===== src/rtl/psram_arb_pkg.sv =====
// Shared types and constants for the PSRAM command-port arbiter.
package psram_arb_pkg;

  typedef enum logic [1:0] {
    IDLE  = 2'd0,
    ISSUE = 2'd1,
    WAIT  = 2'd2,
    DONE  = 2'd3
  } state_t;

  localparam logic GNT_CPU = 1'b0;
  localparam logic GNT_DMA = 1'b1;

  localparam logic [7:0] TIMEOUT_RDATA = 8'hFF;

  // Saturating 4-bit increment used by the starvation counter.
  function automatic logic [3:0] sat_inc4(input logic [3:0] val, input logic [3:0] lim);
    if (val >= lim) begin
      sat_inc4 = lim;
    end else begin
      sat_inc4 = val + 4'd1;
    end
  endfunction

endpackage


===== src/rtl/psram_arbiter.sv =====
// Two-port (CPU priority, DMA anti-starvation) arbiter for the single PSRAM
// command interface; one transaction in flight, all outputs registered.
module psram_arbiter
  import psram_arb_pkg::*;
#(
  parameter int ADDR_W       = 22,
  parameter int STARVE_LIMIT = 4,
  parameter int TIMEOUT      = 255
) (
  input  logic              clock,
  input  logic              reset_n,
  input  logic              cpu_req,
  input  logic              cpu_we,
  input  logic [ADDR_W-1:0] cpu_addr,
  input  logic [7:0]        cpu_wdata,
  output logic              cpu_ack,
  output logic [7:0]        cpu_rdata,
  input  logic              dma_req,
  input  logic              dma_we,
  input  logic [ADDR_W-1:0] dma_addr,
  input  logic [7:0]        dma_wdata,
  output logic              dma_ack,
  output logic [7:0]        dma_rdata,
  output logic              mem_valid,
  input  logic              mem_ready,
  output logic              mem_we,
  output logic [ADDR_W-1:0] mem_addr,
  output logic [7:0]        mem_wdata,
  input  logic              mem_rvalid,
  input  logic [7:0]        mem_rdata,
  output logic              timeout_err,
  output logic              busy
);

  localparam logic [3:0] STARVE_W  = 4'(STARVE_LIMIT);
  localparam logic [7:0] TIMEOUT_W = 8'(TIMEOUT);

  state_t      state_r;
  logic        gnt_r;
  logic [3:0]  skip_cnt_r;
  logic [7:0]  wd_cnt_r;

  logic        cpu_win_s;
  logic        wait_done_s;
  logic        done_err_s;
  logic [7:0]  done_data_s;

  // Arbitration winner and WAIT-state completion (rvalid beats a same-cycle timeout).
  always_comb begin
    cpu_win_s   = 1'b0;
    wait_done_s = 1'b0;
    done_err_s  = 1'b0;
    done_data_s = 8'h00;
    if (cpu_req && !(dma_req && (skip_cnt_r == STARVE_W))) begin
      cpu_win_s = 1'b1;
    end else begin
      cpu_win_s = 1'b0;
    end
    if (mem_rvalid) begin
      wait_done_s = 1'b1;
      done_data_s = mem_rdata;
    end else if (wd_cnt_r == TIMEOUT_W) begin
      wait_done_s = 1'b1;
      done_err_s  = 1'b1;
      done_data_s = TIMEOUT_RDATA;
    end else begin
      wait_done_s = 1'b0;
    end
  end

  // Transaction FSM with registered command, ack and status outputs.
  always_ff @(posedge clock or negedge reset_n) begin
    if (!reset_n) begin
      state_r     <= IDLE;
      gnt_r       <= GNT_CPU;
      skip_cnt_r  <= 4'd0;
      wd_cnt_r    <= 8'd0;
      mem_valid   <= 1'b0;
      mem_we      <= 1'b0;
      mem_addr    <= '0;
      mem_wdata   <= 8'h00;
      cpu_ack     <= 1'b0;
      cpu_rdata   <= 8'h00;
      dma_ack     <= 1'b0;
      dma_rdata   <= 8'h00;
      timeout_err <= 1'b0;
      busy        <= 1'b0;
    end else begin
      case (state_r)
        IDLE: begin
          if (cpu_req || dma_req) begin
            if (cpu_win_s) begin
              gnt_r     <= GNT_CPU;
              mem_we    <= cpu_we;
              mem_addr  <= cpu_addr;
              mem_wdata <= cpu_wdata;
              if (dma_req) begin
                skip_cnt_r <= sat_inc4(skip_cnt_r, STARVE_W);
              end
            end else begin
              gnt_r      <= GNT_DMA;
              mem_we     <= dma_we;
              mem_addr   <= dma_addr;
              mem_wdata  <= dma_wdata;
              skip_cnt_r <= 4'd0;
            end
            mem_valid <= 1'b1;
            busy      <= 1'b1;
            state_r   <= ISSUE;
          end
        end
        ISSUE: begin
          if (mem_valid && mem_ready) begin
            mem_valid <= 1'b0;
            wd_cnt_r  <= 8'd0;
            state_r   <= WAIT;
          end
        end
        WAIT: begin
          if (wait_done_s) begin
            timeout_err <= done_err_s;
            state_r     <= DONE;
            if (gnt_r == GNT_CPU) begin
              cpu_ack   <= 1'b1;
              cpu_rdata <= done_data_s;
            end else begin
              dma_ack   <= 1'b1;
              dma_rdata <= done_data_s;
            end
          end else begin
            wd_cnt_r <= wd_cnt_r + 8'd1;
          end
        end
        DONE: begin
          cpu_ack     <= 1'b0;
          cpu_rdata   <= 8'h00;
          dma_ack     <= 1'b0;
          dma_rdata   <= 8'h00;
          timeout_err <= 1'b0;
          busy        <= 1'b0;
          state_r     <= IDLE;
        end
        default: begin
          mem_valid <= 1'b0;
          busy      <= 1'b0;
          state_r   <= IDLE;
        end
      endcase
    end
  end

endmodule


===== config.mk =====
export PLATFORM = sky130hd
export DESIGN_NAME = psram_arbiter
export DESIGN_NICKNAME = d
export VERILOG_FILES = /design/src/rtl/psram_arb_pkg.sv /design/src/rtl/psram_arbiter.sv
export SDC_FILE = /design/constraint.sdc
export NUM_CORES = 1
export LEC_CHECK = 0
export BUFFER_PORTS_ARGS = -buffer_cell sky130_fd_sc_hd__buf_2
export CORE_ASPECT_RATIO = 0.6
export CORE_MARGIN = 5
export CORE_UTILIZATION = 49
export DETAILED_ROUTE_END_ITERATION = 10
export PLACE_DENSITY = 0.8
export SYNTH_ARGS = -nofsm -noshare
export SYNTH_HDL_FRONTEND = slang
export SYNTH_SLANG_ARGS = --single-unit

===== constraint.sdc =====
create_clock -name clock -period 2.2 [get_ports clock]
set_input_delay 0.33 -clock clock [delete_from_list [all_inputs] [get_ports clock]]
set_output_delay 0.33 -clock clock [all_outputs]
set_load 0.03 [all_outputs]

# Yosys cells after proc, flatten, opt, wreduce, memory -nomap -nowiden
# Index checks and enable logic that the tools add are counted.
[classes] n_reduce_logical=19 muxes=38 eq_ne=12 add_sub_neg=2 magnitude_cmp=1
[ops] op="two-way mux 8 bit" count=9
[ops] op="one-hot mux 8 bit (2 select lines)" count=3
[ops] op="two-way mux 22 bit" count=1
[ops] op="AND reduction 3 bit" count=6
[ops] op="!= test 2 bit, second input constant" count=7
[ops] op="two-way mux 1 bit" count=13
[ops] op="two-way mux 4 bit" count=3
[ops] op="one-hot mux 1 bit (2 select lines)" count=5
[ops] op="adder 8 x 1 -> 8 bit, second input constant" count=1
[ops] op="equality test 8 bit, second input constant" count=1
[ops] op="one-hot mux 2 bit (4 select lines)" count=1
[ops] op="nonzero test 2 bit" count=4
[ops] op="two-way mux 2 bit" count=3
[ops] op="AND reduction 2 bit" count=3
[ops] op="adder 4 x 1 -> 4 bit, second input constant" count=1
[ops] op="equality test 2 bit, second input constant" count=2
[ops] op="equality test 4 x 3 -> 1 bit, second input constant" count=1
[ops] op="greater-or-equal comparator 4 x 3 -> 1 bit, second input constant" count=1
[ops] op="logical AND 1 bit" count=3
[ops] op="equality test 2 x 1 -> 1 bit, second input constant" count=1
[ops] op="logical NOT 2 bit" count=1
[ops] op="logical NOT 1 bit" count=1
[ops] op="logical OR 1 bit" count=1
[word_totals] ff_bits=67 wordCells=86

# Longest topological paths before layout
[logic_depth] word_depth=7 mapped_depth=8 mapped_depth_nobuf=6

# Worst setup path before layout
# OpenSTA, ideal clock, no wires.
[synth_timing] path_kind="flip-flop to flip-flop" startpoint="register wd_cnt_r[0]" endpoint="register dma_ack" n_path_buf=3 t_arrival_ns=1.614 setup_slack_ns=0.460 period_less_slack_ns=1.740 t_required_ns=2.074 path_stages_with_launch=9 cell_sequence="dfrtp_1 -> ha_1 -> and3_1 -> buf_6 -> a21o_1 -> buf_6 -> and3_4 -> buf_8 -> mux2i_1"
[synth_between] elab_chain_len=5
[synth_lines] item="start: declaration" line="psram_arbiter.sv:41" rtl="logic [7:0] wd_cnt_r;"
[synth_lines] item="start signal: assignment" line="psram_arbiter.sv:131" rtl="wd_cnt_r <= wd_cnt_r + 8'd1;"
[synth_lines] item="equality test 8 bit" line="psram_arbiter.sv:62" rtl="end else if (wd_cnt_r == TIMEOUT_W) begin"
[synth_lines] item="two-way mux 1 bit" line="psram_arbiter.sv:62"
[synth_lines] item="two-way mux 1 bit" line="psram_arbiter.sv:59" rtl="if (mem_rvalid) begin"
[synth_lines] item="!= test 2 bit (no source line)"
[synth_lines] item="AND reduction 3 bit (no source line)"
[synth_lines] item="end signal: assignment" line="psram_arbiter.sv:84" rtl="dma_ack <= 1'b0;"
[synth_lines] item="end signal: assignment" line="psram_arbiter.sv:127" rtl="dma_ack <= 1'b1;"
[synth_lines] item="end signal: assignment" line="psram_arbiter.sv:137" rtl="dma_ack <= 1'b0;"
[synth_lines] item="end: declaration" line="psram_arbiter.sv:22" rtl="output logic dma_ack,"
# No other way between the ends.
# A chain may end at the register's enable or synchronous reset.

# Worst setup path in the final report
[layout_timing] startpoint="register wd_cnt_r[0]" endpoint="register wd_cnt_r[0]"
[layout_between] elab_chain_len=5 word_cells_on_any_way=8 classes_between="add/sub: 1; eq/ne: 2; mux: 4; reduce/logical: 1"
[layout_lines] item="parallel branches: the longest is 5 deep, another holds adder 8 x 1 -> 8 bit"
# Parallel ways; which one is timed is not known. The select of a mux whose other input is x is not followed.

==> metrics.md <==
| Metric | Value |
|---|---|
| PD cells | 1430 nW/um^2 |
| Area after DPL | about 4000 sq um |
| Vias | 2,739 |
| Leakage power | 2.20 nW |
| Top-count cell post-synth | dfrtp_1 |
| Num rows | 23 |
| Largest family of logic cells by synthesized area | multiplexers |
| CTS sink cnt | 67 |
| Switching share of power | between 40 and 50% |
| Total gr overflow | 0 |
| Synth cell types | 42 |
| Final Net Count | 533 |
| Max Slew Vio Count | 0 |
| Fin cells | 542 |
| Dpl hpwl | 5.87 mm |
| Chip width | 115 microns |
| Post-synth top area cell | dfrtp_1 |
| Vias in the first global route | 2,669 |
| Flip-flop and latch area | about 1700 sq um |
| Skew-Pair Late Insertion Delay | 330 ps |
| Router iterations before antenna repair | 4 |
| Die footprint | 8420 sq um |
| CP Class | reg -> reg |
| Clock Power Share | between 15 and 20% |
| RSZ-0062 raised after global routing | false |
| Multi-input gate area | between 1000 and 1500 sq um |
| Mapped Cells | approximately 320 |
| Total power | 0.00604 W |
| Ratio of cells with drive above 1 in the final layout | a little over a third |
| Post-DR vias/cell | 5.05 |
| Part of the power in registers | between 30 and 40% |
| Synth top area cells | dfrtp_1, mux2i_1, nand2_1 |
| Ys async rst share | 100% |
| Die height | 73.1 microns |
| # port buffers | 127 |
| Register area share after synthesis | approximately half |
| Setup crit start kind | flip-flop |
| Gates resized, CTS repair | 0 |
| Synth Area in Compound Gates | between 10 and 15% |
| Max Root-Sink Buffers | 2 |
| Synth cell count leaders | dfrtp_1, nand2_1, mux2i_1, o21ai_1, nand3_1 |
| Design area | 4230 sq um |
| DR iter-0 viols | around 120 |
| Peak supply drop | 0.736 mV |
| DRC Markers | 0 |
| Largest net degree at the start of global routing | slightly below 60 |
| H-Tree Depth | 3 |
| Main synth FF type | dfrtp_1 |
| Post-synthesis xor/xnor area fraction | 0% |
| Minimum clock period | 1880 ps |
| CTS tree | built |
| Final Skew | 8.59 ps |
| Internal power | 0.00326 W |
| Mapped Area | 3250 sq um |
| Final setup vio count | 0 |
| Switching power | ~0.0028 W |
| Post-detailed-route count of antenna-violating nets | 0 |
| Clock buffers created by TritonCTS | 9 |
| Clock transition at path regs | 70 ps |
| Total I/O pin count | 128 |
| Fin Setup TNS | 0 ps |
| Worst Path Required | between 2000 and 2500 ps |
| Portion of netlist area occupied by mux cells | 15.7% |
| Yosys reg bits | between 60 and 70 |
| Critical Path AT | 2070 ps |
| DR WL/cell | between 10 and 15 microns |
| Syn-to-layout area delta | 30.0% |
| Max Freq | 531 MHz |
| Synth top area share | 51.5% |
| Number of synthesized flops with an enable pin | 0 |
| Global-route usage over all layers | 19.1% |
| Post-Syn Nets | 400 |
| Synth Warn # | 0 |
| Least-Margin Pin Slew | around 1200 ps |
| Crit Path Max Fanout | 8 |
| Routed WL | 7.66 mm |
| Status | completed |
| GP Congestion | 0.841 |
| Core Region | 6560 sq um |
| Slew headroom | 21.8% |
| Fillers | 545 |
| Crit end category | flip-flop |
| Comb pwr share | about 50% |
| Initial Util | about half |
| Max capacitance violation total | 0 |
| CTS Root Cell | clkbuf_8 |
| Post-synthesis adder-cell area fraction | 2.69% |
| Fin. Hold Viols | 0 |
| Hold Crit Class | in -> reg |
| Ant. Diodes | 0 |
| First-pass GRT wire length | 12.8 mm |
| Tcrit/Tclk final | between 80% and 90% |
| Placed Cells | 525 |
| Initial antenna violation count | 0 |
| Syn avg cell area | 10.3 sq um |
| Synth Area in Simple Gates | 14.7% |
[what timing repair did]
item,CTS,global route
setup buffers,0,0
hold buffers,1,0
hold endpoints to repair,21,0
[power by group through the flow]
stage               Clock (W)  Combinational [W]  Sequential (W)
CTS                   0.00105            0.00298         0.00209
floorplan                   0            0.00113         0.00298
global route          0.00110            0.00322         0.00216
detailed placement          0            0.00297         0.00210
global placement            0            0.00289         0.00208
finish                0.00102            0.00294         0.00208
[per-stage QoR]
| stage | util, % | worst slack, ps | hold WS, ps |
|---|---|---|---|
| floorplan | - | 460 | 34.4 |
| detailed placement | 61.2 | 271 | 325 |
| CTS | 64.5 | 339 | 250 |
| global placement | 61.2 | 327 | 320 |
| finish | 64.5 | 316 | 267 |
| global route | 64.5 | 202 | 252 |
[critical path, stage by stage, from the launching register on]
cell	delay, ps
dfrtp_1	410
ha_1	240
and3_1	290
a211o_1	350
o21ai_1	310
mux2i_1	150
[path summary, 6_finish.rpt]
check                                         from                       to  slack (ps)  cells past startpoint
max                        wd_cnt_r[0]$_DFFE_PN0P_  wd_cnt_r[0]$_DFFE_PN0P_         320                      5
min reg2reg                mem_addr[8]$_DFFE_PN0P_  mem_addr[8]$_DFFE_PN0P_         490                      2
min in group asynchronous                  reset_n      cpu_ack$_DFFE_PN0P_         510                      2
max in group asynchronous                  reset_n  wd_cnt_r[0]$_DFFE_PN0P_        1070                      3
min                                    cpu_addr[8]  mem_addr[8]$_DFFE_PN0P_         270                      3
max reg2reg                wd_cnt_r[0]$_DFFE_PN0P_  wd_cnt_r[0]$_DFFE_PN0P_         320                      5
[layer usage]
layer | vias up | GRT usage (%) | part of all wire (%)
met5 | - | 0 | 0
met4 | 0 | 6.77 | 1.5
met3 | 11 | 4.97 | 7.0
met2 | 94 | 28.9 | 47
met1 | 1266 | 26.7 | 45
li1 | 1368 | - | -
[flip-flops by register name, summed over array words and instances (netlist names)]
name / flops
mem_addr: 22
cpu_rdata: 8
dma_rdata: 8
mem_wdata: 8
wd_cnt_r: 8
skip_cnt_r: 4
state_r: 2
busy: 1
cpu_ack: 1
dma_ack: 1
gnt_r: 1
mem_valid: 1
mem_we: 1
timeout_err: 1
[cell type report]
cell class / instances / share of cell area, %
Sequential cell: 67 / 39.6
Multi-Input combinational cell: 225 / 34.7
Timing Repair Buffer: 137 / 17.5
Clock buffer: 10 / 3.25
Tap cell: 87 / 2.57
Clock inverter: 6 / 1.51
Inverter: 10 / 0.888
[cells in the final DEF, fill, tap and decap left out, types with 2 or more instances in the layout]
cell type / netlist / final
a21oi_1: 6 / 6
a31oi_1: 6 / 6
and2_1: 2 / 2
buf_12: 0 / 2
buf_2: 4 / 127
buf_4: 1 / 7
clkbuf_8: 0 / 10
clkinv_2: 0 / 2
clkinvlp_4: 0 / 2
dfrtp_1: 67 / 67
ha_1: 7 / 7
inv_1: 7 / 7
inv_2: 2 / 2
mux2i_1: 50 / 50
nand2_1: 62 / 61
nand2b_1: 10 / 10
nand3_1: 12 / 12
nand4_1: 2 / 2
nor2_1: 7 / 7
nor3b_1: 3 / 2
o21ai_0: 6 / 6
o21ai_1: 32 / 31
[cells by family after synthesis]
group           count (synthesis)
mux                            51
buf+inv                        25
compound gates                 63
flops                          67
fa+ha+maj                       7
simple gates                  104
(Power assumes the default switching activity.)
